<file path="src/rtl/uart_rx_frame.sv">
// uart_rx_frame
//   Receives 8N1 serial frames from the host. The line is sampled at DIV clocks
//   per bit, and the receiver hands each byte to the command scanner over a
//   vld_rx/rdy_rx handshake. It flags bad stop bits (ferr) and bytes lost
//   because the holding register was still full (ovf).
//
//   Optional feature macro: UART_RX_PARITY_EN
//     defined   -> 8E1 frames with an extra perr output
//     undefined -> 8N1 only, and the perr port is absent
//
// Parameters
//   DIV          clocks per bit (>= 4); the start bit is checked at DIV/2
//   SYNC_STAGES  depth of the rxd synchroniser (>= 2)
//
// Ports
//   clk     in   single clock, all logic on posedge
//   rstn    in   asynchronous active-low reset
//   rxd     in   serial line, idle high, asynchronous to clk
//   rdy_rx  in   consumer accepts d_rx this cycle when vld_rx=1
//   vld_rx  out  d_rx holds an unconsumed byte (registered)
//   d_rx    out  received byte, stable while vld_rx=1
//   ferr    out  1-cycle pulse: stop bit sampled low, byte discarded
//   ovf     out  1-cycle pulse: completed byte lost, holding register full
//   perr    out  (parity build only) 1-cycle pulse: even-parity error
module uart_rx_frame #(
  parameter int DIV         = 16,
  parameter int SYNC_STAGES = 2
) (
  input  logic       clk,
  input  logic       rstn,
  input  logic       rxd,
  input  logic       rdy_rx,
  output logic       vld_rx,
  output logic [7:0] d_rx,
  output logic       ferr,
  output logic       ovf
`ifdef UART_RX_PARITY_EN
  ,
  output logic       perr
`endif
);

  localparam int TW = (DIV > 1) ? $clog2(DIV) : 1;
  localparam logic [TW-1:0] TICK_LAST = TW'(DIV - 1);
  localparam logic [TW-1:0] TICK_MID  = TW'(DIV / 2 - 1);

  typedef enum logic [2:0] {
    S_IDLE,
    S_START,
    S_DATA,
    S_PAR,
    S_STOP,
    S_BREAK
  } state_e;

  logic [SYNC_STAGES-1:0] sync_q;
  state_e                 state_q;
  logic [TW-1:0]          tick_q;
  logic [2:0]             bit_q;
  logic [7:0]             sr_q;
  logic                   vld_q;
  logic [7:0]             d_q;
  logic                   ferr_q;
  logic                   ovf_q;
`ifdef UART_RX_PARITY_EN
  logic                   par_q;
  logic                   perr_q;
`endif

  logic rs;
  logic tick_done;

  assign rs        = sync_q[SYNC_STAGES-1];
  assign tick_done = (tick_q == TICK_LAST);

  // Synchroniser: resets to the idle-high line level so a reset never looks
  // like a start bit.
  always_ff @(posedge clk or negedge rstn) begin
    if (!rstn) begin
      sync_q <= '1;
    end else begin
      sync_q <= {sync_q[SYNC_STAGES-2:0], rxd};
    end
  end

  always_ff @(posedge clk or negedge rstn) begin
    if (!rstn) begin
      state_q <= S_IDLE;
      tick_q  <= '0;
      bit_q   <= '0;
      sr_q    <= '0;
      vld_q   <= 1'b0;
      d_q     <= '0;
      ferr_q  <= 1'b0;
      ovf_q   <= 1'b0;
`ifdef UART_RX_PARITY_EN
      par_q   <= 1'b0;
      perr_q  <= 1'b0;
`endif
    end else begin
      ferr_q <= 1'b0;
      ovf_q  <= 1'b0;
`ifdef UART_RX_PARITY_EN
      perr_q <= 1'b0;
`endif
      // A consumed byte drops vld; a load later in this block overrides this.
      if (vld_q && rdy_rx) begin
        vld_q <= 1'b0;
      end

      case (state_q)
        S_IDLE: begin
          tick_q <= '0;
          bit_q  <= '0;
          if (!rs) begin
            state_q <= S_START;
          end
        end

        // Re-check the start bit at mid-bit to reject short glitches.
        S_START: begin
          if (tick_q == TICK_MID) begin
            tick_q  <= '0;
            state_q <= rs ? S_IDLE : S_DATA;
          end else begin
            tick_q <= tick_q + 1'b1;
          end
        end

        S_DATA: begin
          if (tick_done) begin
            tick_q <= '0;
            sr_q   <= {rs, sr_q[7:1]};
            bit_q  <= bit_q + 3'd1;
            if (bit_q == 3'd7) begin
`ifdef UART_RX_PARITY_EN
              state_q <= S_PAR;
`else
              state_q <= S_STOP;
`endif
            end
          end else begin
            tick_q <= tick_q + 1'b1;
          end
        end

`ifdef UART_RX_PARITY_EN
        S_PAR: begin
          if (tick_done) begin
            tick_q  <= '0;
            par_q   <= rs;
            state_q <= S_STOP;
          end else begin
            tick_q <= tick_q + 1'b1;
          end
        end
`endif

        S_STOP: begin
          if (tick_done) begin
            tick_q <= '0;
            if (!rs) begin
              // A bad stop bit wins over overrun; the byte is never loaded.
              ferr_q  <= 1'b1;
              state_q <= S_BREAK;
`ifdef UART_RX_PARITY_EN
              perr_q  <= ^{sr_q, par_q};
`endif
            end
`ifdef UART_RX_PARITY_EN
            else if (^{sr_q, par_q}) begin
              perr_q  <= 1'b1;
              state_q <= S_IDLE;
            end
`endif
            else begin
              state_q <= S_IDLE;
              if (!vld_q || rdy_rx) begin
                d_q   <= sr_q;
                vld_q <= 1'b1;
              end else begin
                ovf_q <= 1'b1;
              end
            end
          end else begin
            tick_q <= tick_q + 1'b1;
          end
        end

        // A line held low (break) must return high before a new frame counts.
        S_BREAK: begin
          if (rs) begin
            state_q <= S_IDLE;
          end
        end

        default: begin
          state_q <= S_IDLE;
        end
      endcase
    end
  end

  assign vld_rx = vld_q;
  assign d_rx   = d_q;
  assign ferr   = ferr_q;
  assign ovf    = ovf_q;
`ifdef UART_RX_PARITY_EN
  assign perr   = perr_q;
`endif

endmodule

</file>
<file path="config.mk">
export PLATFORM = sky130hd
export DESIGN_NAME = uart_rx_frame
export DESIGN_NICKNAME = d
export VERILOG_FILES = /design/src/rtl/uart_rx_frame.sv
export SDC_FILE = /design/constraint.sdc
export NUM_CORES = 1
export LEC_CHECK = 0
export ABC_AREA = 1
export CORE_AREA = 2 2 67 69
export CTS_CLUSTER_SIZE = 8
export DETAILED_ROUTE_END_ITERATION = 8
export DIE_AREA = 0 0 69 71
export PLACE_DENSITY_LB_ADDON = 0.2
export REMOVE_ABC_BUFFERS = 1
export SETUP_SLACK_MARGIN = 0.5
export SYNTH_ARGS = -nofsm -noshare
export SYNTH_HDL_FRONTEND = slang
export SYNTH_SLANG_ARGS = --single-unit
</file>
<file path="constraint.sdc">
create_clock -name clk -period 1.5 [get_ports clk]
set_input_delay 0.3 -clock clk [delete_from_list [all_inputs] [get_ports clk]]
set_output_delay 0.3 -clock clk [all_outputs]
set_load 0.005 [all_outputs]
</file>
Word-level counts from Yosys, hierarchy flattened
Index checks and enable logic that the tools add are counted.
- add/subtract/negate cells: 2
- eq/ne operators: 13
- multiplexer cells: 26
- reductions and logical operators: 11
- operators by type and width (kind ; count):
    two-way mux 3 bit ; 8
    case mux 3 bit (5 select lines) ; 1
    two-way mux 1 bit ; 12
    != test 2 bit (second input constant) ; 6
    case mux 4 bit (3 select lines) ; 1
    == test 3 bit (second input constant) ; 3
    two-way mux 4 bit ; 2
    case mux 3 bit (2 select lines) ; 1
    AND reduction 6 bit ; 1
    adder 4 x 1 -> 4 bit (second input constant) ; 1
    == test 4 x 3 -> 1 bit (second input constant) ; 1
    == test 4 bit (second input constant) ; 1
    AND reduction 2 bit ; 2
    AND reduction 4 bit ; 1
    adder 3 x 1 -> 3 bit (second input constant) ; 1
    == test 3 x 1 -> 1 bit (second input constant) ; 1
    == test 3 x 2 -> 1 bit (second input constant) ; 1
    logical NOT 3 bit ; 1
    nonzero test 3 bit ; 1
    two-way mux 2 bit ; 1
    nonzero test 2 bit ; 1
    OR reduction 2 bit ; 1
    logical AND 1 bit ; 1
    logical NOT 1 bit ; 1
    logical OR 1 bit ; 1
- register bits after elaboration: 31
- bits of input ports: 4
- output and inout port bits: 11
- logic and storage cells: 61

Longest topological paths before layout
Gate-level depths: netlist of the first run.
- depth in word-level cells: 6
- depth in mapped cells: 8
- gate-level depth less buffers: 8

Worst setup path after synthesis of the first run
Ideal clock, no wire load.
- kind: register to register
- start: register tick_q[0]
- end: register d_q[6] (netlist: d_rx[6])
- setup time: 0.117 ns
- arrival: 1.225 ns
- required time: 1.383 ns
- path slack: 0.157 ns
- stages on the path, launching flop included: 8
- buffers on the path: 1
- clock period less this slack: 1.343 ns
- path through: dfrtp_1 ha_1 nand3_4 clkinv_2 nand4_4 buf_6 nand2_1 o21ai_2
- cells in the longest elaborated chain, start to end: 2
- RTL lines (what ; RTL line ; source):
    from (decl) ; 58 ; logic [TW-1:0] tick_q;
    from (signal assigned) ; 126 ; tick_q <= tick_q + 1'b1;
    from (signal assigned) ; 143 ; tick_q <= tick_q + 1'b1;
    from (signal assigned) ; 186 ; tick_q <= tick_q + 1'b1;
    == test 4 bit ; 74 ; assign tick_done = (tick_q == TICK_LAST);
    AND reduction 4 bit (no source line) ; - ;
    to (signal assigned) ; 179 ; d_q <= sr_q;
    to (decl) ; 62 ; logic [7:0] d_q;
Every way passes these cells.
A chain may end at the register's enable or synchronous reset.

Final worst setup path of the first run
- start: register tick_q[0]
- end: register state_q[2]
- cells in the longest elaborated chain, start to end: 3
- elaborated cells between the ends (all ways): 6
- those cells by class: eq/ne: 5; reduce/logical: 1
- RTL lines (what ; RTL line ; source):
    == test 4 x 3 -> 1 bit / == test 4 bit (equally long branches) ; 122, 74 ;
    != test 2 bit (no source line) ; - ;
    AND reduction 6 bit (no source line) (*) ; - ;
    to (signal assigned) ; 124 ; state_q <= rs ? S_IDLE : S_DATA;
    to (decl) ; 57 ; state_e state_q;
Every way passes the cells marked *; elsewhere a longest branch is shown, timed or not.

==> run_results.csv, run 1 <==
group,metric,value,unit
status,run_status,"finished clean",
timing,layout_min_cycle_time,1.35,ns
synth,synthDistinctLibCells,23,
floorplanning,placement_rows,24,
timing,rsz_0062_raised_after_global_routing,"true",
final_layout,post_route_cells_drive_above_1_share,0.508,
timing,timing_worst_slew_pin_value,0.265,ns
floorplanning,num_io_pins,15,
routing,viasPerCell,4.79,
worst_setup_path,criticalPathCategory,"reg -> reg",
placed_design,io_buffer_count,14,
global_routing,grt_use_total,0.153,
pwr,power_switching_share,0.381,
floorplanning,die_y,71,um
timing,timing.final.setup_violations,0,
clock_tree,cts_root_buffer,"sky130_fd_sc_hd__clkbuf_8",
timing,finClkSkew,0.00520,ns
synth,post_synth_top_flop,"sky130_fd_sc_hd__dfrtp_1",
clock_tree,cts_made_buffers,5,
routing,totalWireLength,3.44,mm
hold_path,min_from,"sync_q[0]",
synth,synth_top_area_share,0.513,
synth,ys_async_sr_fraction,1.00,
synth,synth.yosys.warnings,0,
floorplanning,initial_utilization,0.336,
global_routing,global_route_wire_length_before_repair,5.93,mm
timing,achievable-frequency,739,MHz
worst_setup_path,crit_arrival,1.52,ns
synth,sequential_to_total_area_share_from_yosys_stat,0.550,
placed_design,place_congestion,0.863,
timing,final.setup.worst_slack,0.146,ns
timing,slew_headroom,0.823,
floorplanning,die_width,69,um
routing,drt_pass1_iterations,4,
pwr,cellPowerDensity,1420,nW/um2
routing,detailed_route_wire_length_per_cell,13.8,um
worst_setup_path,setup.worst_path.start_class,"flop",
clock_tree,worstSkewPairLatency,0.28,ns
clock_tree,cts_tree,"built",
worst_setup_path,r2r.worst_path.cells,7,
synth,synth.area.top_cells,"sky130_fd_sc_hd__dfrtp_1 51%, sky130_fd_sc_hd__nand2_1 10%, sky130_fd_sc_hd__o21ai_0 5.3%",
synth,synth_edf_count,0,
final_layout,insertedDiodeCount,0,
hold_path,whs_path_depth,0,
clock_tree,clkTransAtPathRegs,0.07,ns
pwr,clock_power_share,0.230,
timing,report.final.slew_viol_count,0,
hold_path,hold_class,"reg -> reg",
global_routing,grt-ovfl-total,0,
worst_setup_path,regToRegSetupSlack,0.15,ns
pwr,p_sw,0.00112,W
global_routing,first_global_vias,1292,
routing,drc_errors,0,
final_layout,leading_cell_types_in_the_layout_fill_and_taps_excluded,"26 x sky130_fd_sc_hd__dfrtp_1, 24 x sky130_fd_sc_hd__nand2_1, 18 x sky130_fd_sc_hd__buf_4",
clock_tree,cts.htree.levels,2,
global_routing,grt_max_degree,32,
timing,final_min_period_over_clock_period,0.902,
routing,route.vias.total,1193,
worst_setup_path,end_kind,"flop",
final_layout,mostFrequentLayoutCell,"sky130_fd_sc_hd__dfrtp_1",
timing,report.final.hold_viol_count,0,
worst_setup_path,regToRegStartpoint,"tick_q[0]",
pwr,p_comb_frac,0.415,
floorplanning,floorplan.core_area,4200,um2
floorplanning,die_area,4900,um2
pwr,cellLeakagePower,1.02,nW
synth,synthDominantAreaCellType,"sky130_fd_sc_hd__dfrtp_1",
routing,detail-route-antenna-nets,0,
pwr,p_total,0.00293,W
placed_design,dp.final_hpwl,1.95,mm
routing,initialDrtViolationCount,89,
timing,total_negative_slack,0,ns
global_routing,grt_antenna_before_repair,0,
hold_path,min_to,"sync_q[1]",
timing,worst_hold_slack,0.356,ns
final_layout,final_net_count,203,
pwr,power_report.internal_total,0.00181,W
synth,yosys_register_bits,31,
worst_setup_path,data_required_time_of_the_critical_path,1.67,ns
synth,netlist_area,1410,um2
final_layout,syn2layout_area_growth,46.2,%
synth,synthCells,151,
worst_setup_path,path_max_fanout,4,
run,cap_violations,0,
placed_design,dp_slack,0.0570,ns
final_layout,final_core_utilization,0.492,
clock_tree,cts_max_path_buffers,2,
worst_setup_path,r2r_end,"state_q[2]",
clock_tree,cts.sink_count,31,
synth,syn_avg_cell_area,9.36,um2
pwr,worst_ir_drop_vdd,0.500,mV
pwr,pwr-share-seq,0.355,
sequential cells by signal (all words and copies together) (netlist names):
name	cells
bit_q	3
ovf	1
sr_q	8
state_q	3
sync_q	2
tick_q	4
ferr	1
vld_rx	1
d_rx	8
critical path, cell delays in order, from the launching register on:
cell and delay, ns:
sky130_fd_sc_hd__dfrtp_1 0.42, sky130_fd_sc_hd__ha_4 0.19, sky130_fd_sc_hd__nand3_4 0.12, sky130_fd_sc_hd__buf_6 0.16
sky130_fd_sc_hd__nand2_2 0.05, sky130_fd_sc_hd__nand2_2 0.06, sky130_fd_sc_hd__o21bai_1 0.17, sky130_fd_sc_hd__nand2_1 0.07
synthesized netlist by cell type (2+ instances only):
library cell	number
sky130_fd_sc_hd__dfrtp_1	29
sky130_fd_sc_hd__nand3_1	13
sky130_fd_sc_hd__nor2_2	2
sky130_fd_sc_hd__o21ai_2	8
sky130_fd_sc_hd__o21ai_0	15
sky130_fd_sc_hd__o21bai_1	2
sky130_fd_sc_hd__nand2_1	38
sky130_fd_sc_hd__ha_1	3
sky130_fd_sc_hd__dfstp_2	2
sky130_fd_sc_hd__nor2_1	9
sky130_fd_sc_hd__inv_1	18
power by group through the flow:
stage	Sequential (W)	Clock [W]	Combinational, W
floorplan	0.000984	0	0.000488
CTS	0.00103	0.000700	0.00105
global placement	0.000996	0	0.000661
global route	0.00105	0.000737	0.00131
detailed placement	0.00100	0	0.000682
finish	0.00104	0.000675	0.00122
routing by layer:
metal | part of all wire | track usage
met5 | 0 | 0
met2 | 0.51 | 0.245
met1 | 0.44 | 0.188
met3 | 0.039 | 0.0570
met4 | 0.011 | 0.0610
final cells by class:
class                   instances  area [um2]
fillers                       400        2140
clock buffers                   7        86.3
clock inverters                 1        5.00
well taps                      52        65.1
flip-flops and latches         31         782
repair buffers                 40         332
inverters                      20        78.8
multi-input cells              98         718
logic make-up after synthesis:
| group | Yosys count | share of synthesized area |
|---|---|---|
| fa+ha+maj | 3 | 0.0266 |
| compound gates | 27 | 0.123 |
| xor+xnor | 2 | 0.0124 |
| simple gates | 66 | 0.220 |
| buf+inv | 22 | 0.0672 |
| flops | 31 | 0.550 |
how the worst max path moves through the flow:
stage | start | endpoint | slack [ns] | cells after the start
2_1_floorplan | tick_q[0] | bit_q[2] | 0.15 | 6
3_3_place_gp | rdy_rx | d_rx[0] | 0.08 | 7
3_5_place_dp | rdy_rx | d_rx[4] | 0.06 | 7
4_1_cts | tick_q[1] | d_rx[5] | 0.22 | 7
5_1_grt | tick_q[0] | state_q[2] | 0.06 | 8
6_report | tick_q[0] | state_q[2] | 0.15 | 7
stage by stage:
stage / instance area, um2 / instances
finish: 2070 / 249
CTS: 1970 / 244
detailed placement: 1680 / 222
global placement: 1680 / 222
floorplan: 1400 / 149
global route: 2070 / 249
repair_timing:
action,4_1_cts,5_1_grt
setup endpoints to repair,40,40
hold buffers,0,0
buffers inserted,13,5
pin swaps,9,14
resized for setup,95,20
cloned,1,0
Note: power is estimated with default switching activity, not from simulation.
==> run 2, diff against run 1 <==
--- a/config.mk
+++ b/config.mk
@@ -6,6 +6,7 @@
 export NUM_CORES = 1
 export LEC_CHECK = 0
 export ABC_AREA = 1
+export CAP_MARGIN = 40
 export CORE_AREA = 2 2 67 69
 export CTS_CLUSTER_SIZE = 8
 export DETAILED_ROUTE_END_ITERATION = 8
==> results of run 2 <==
Final layout, timing and power as in run 1 (identical DEF).
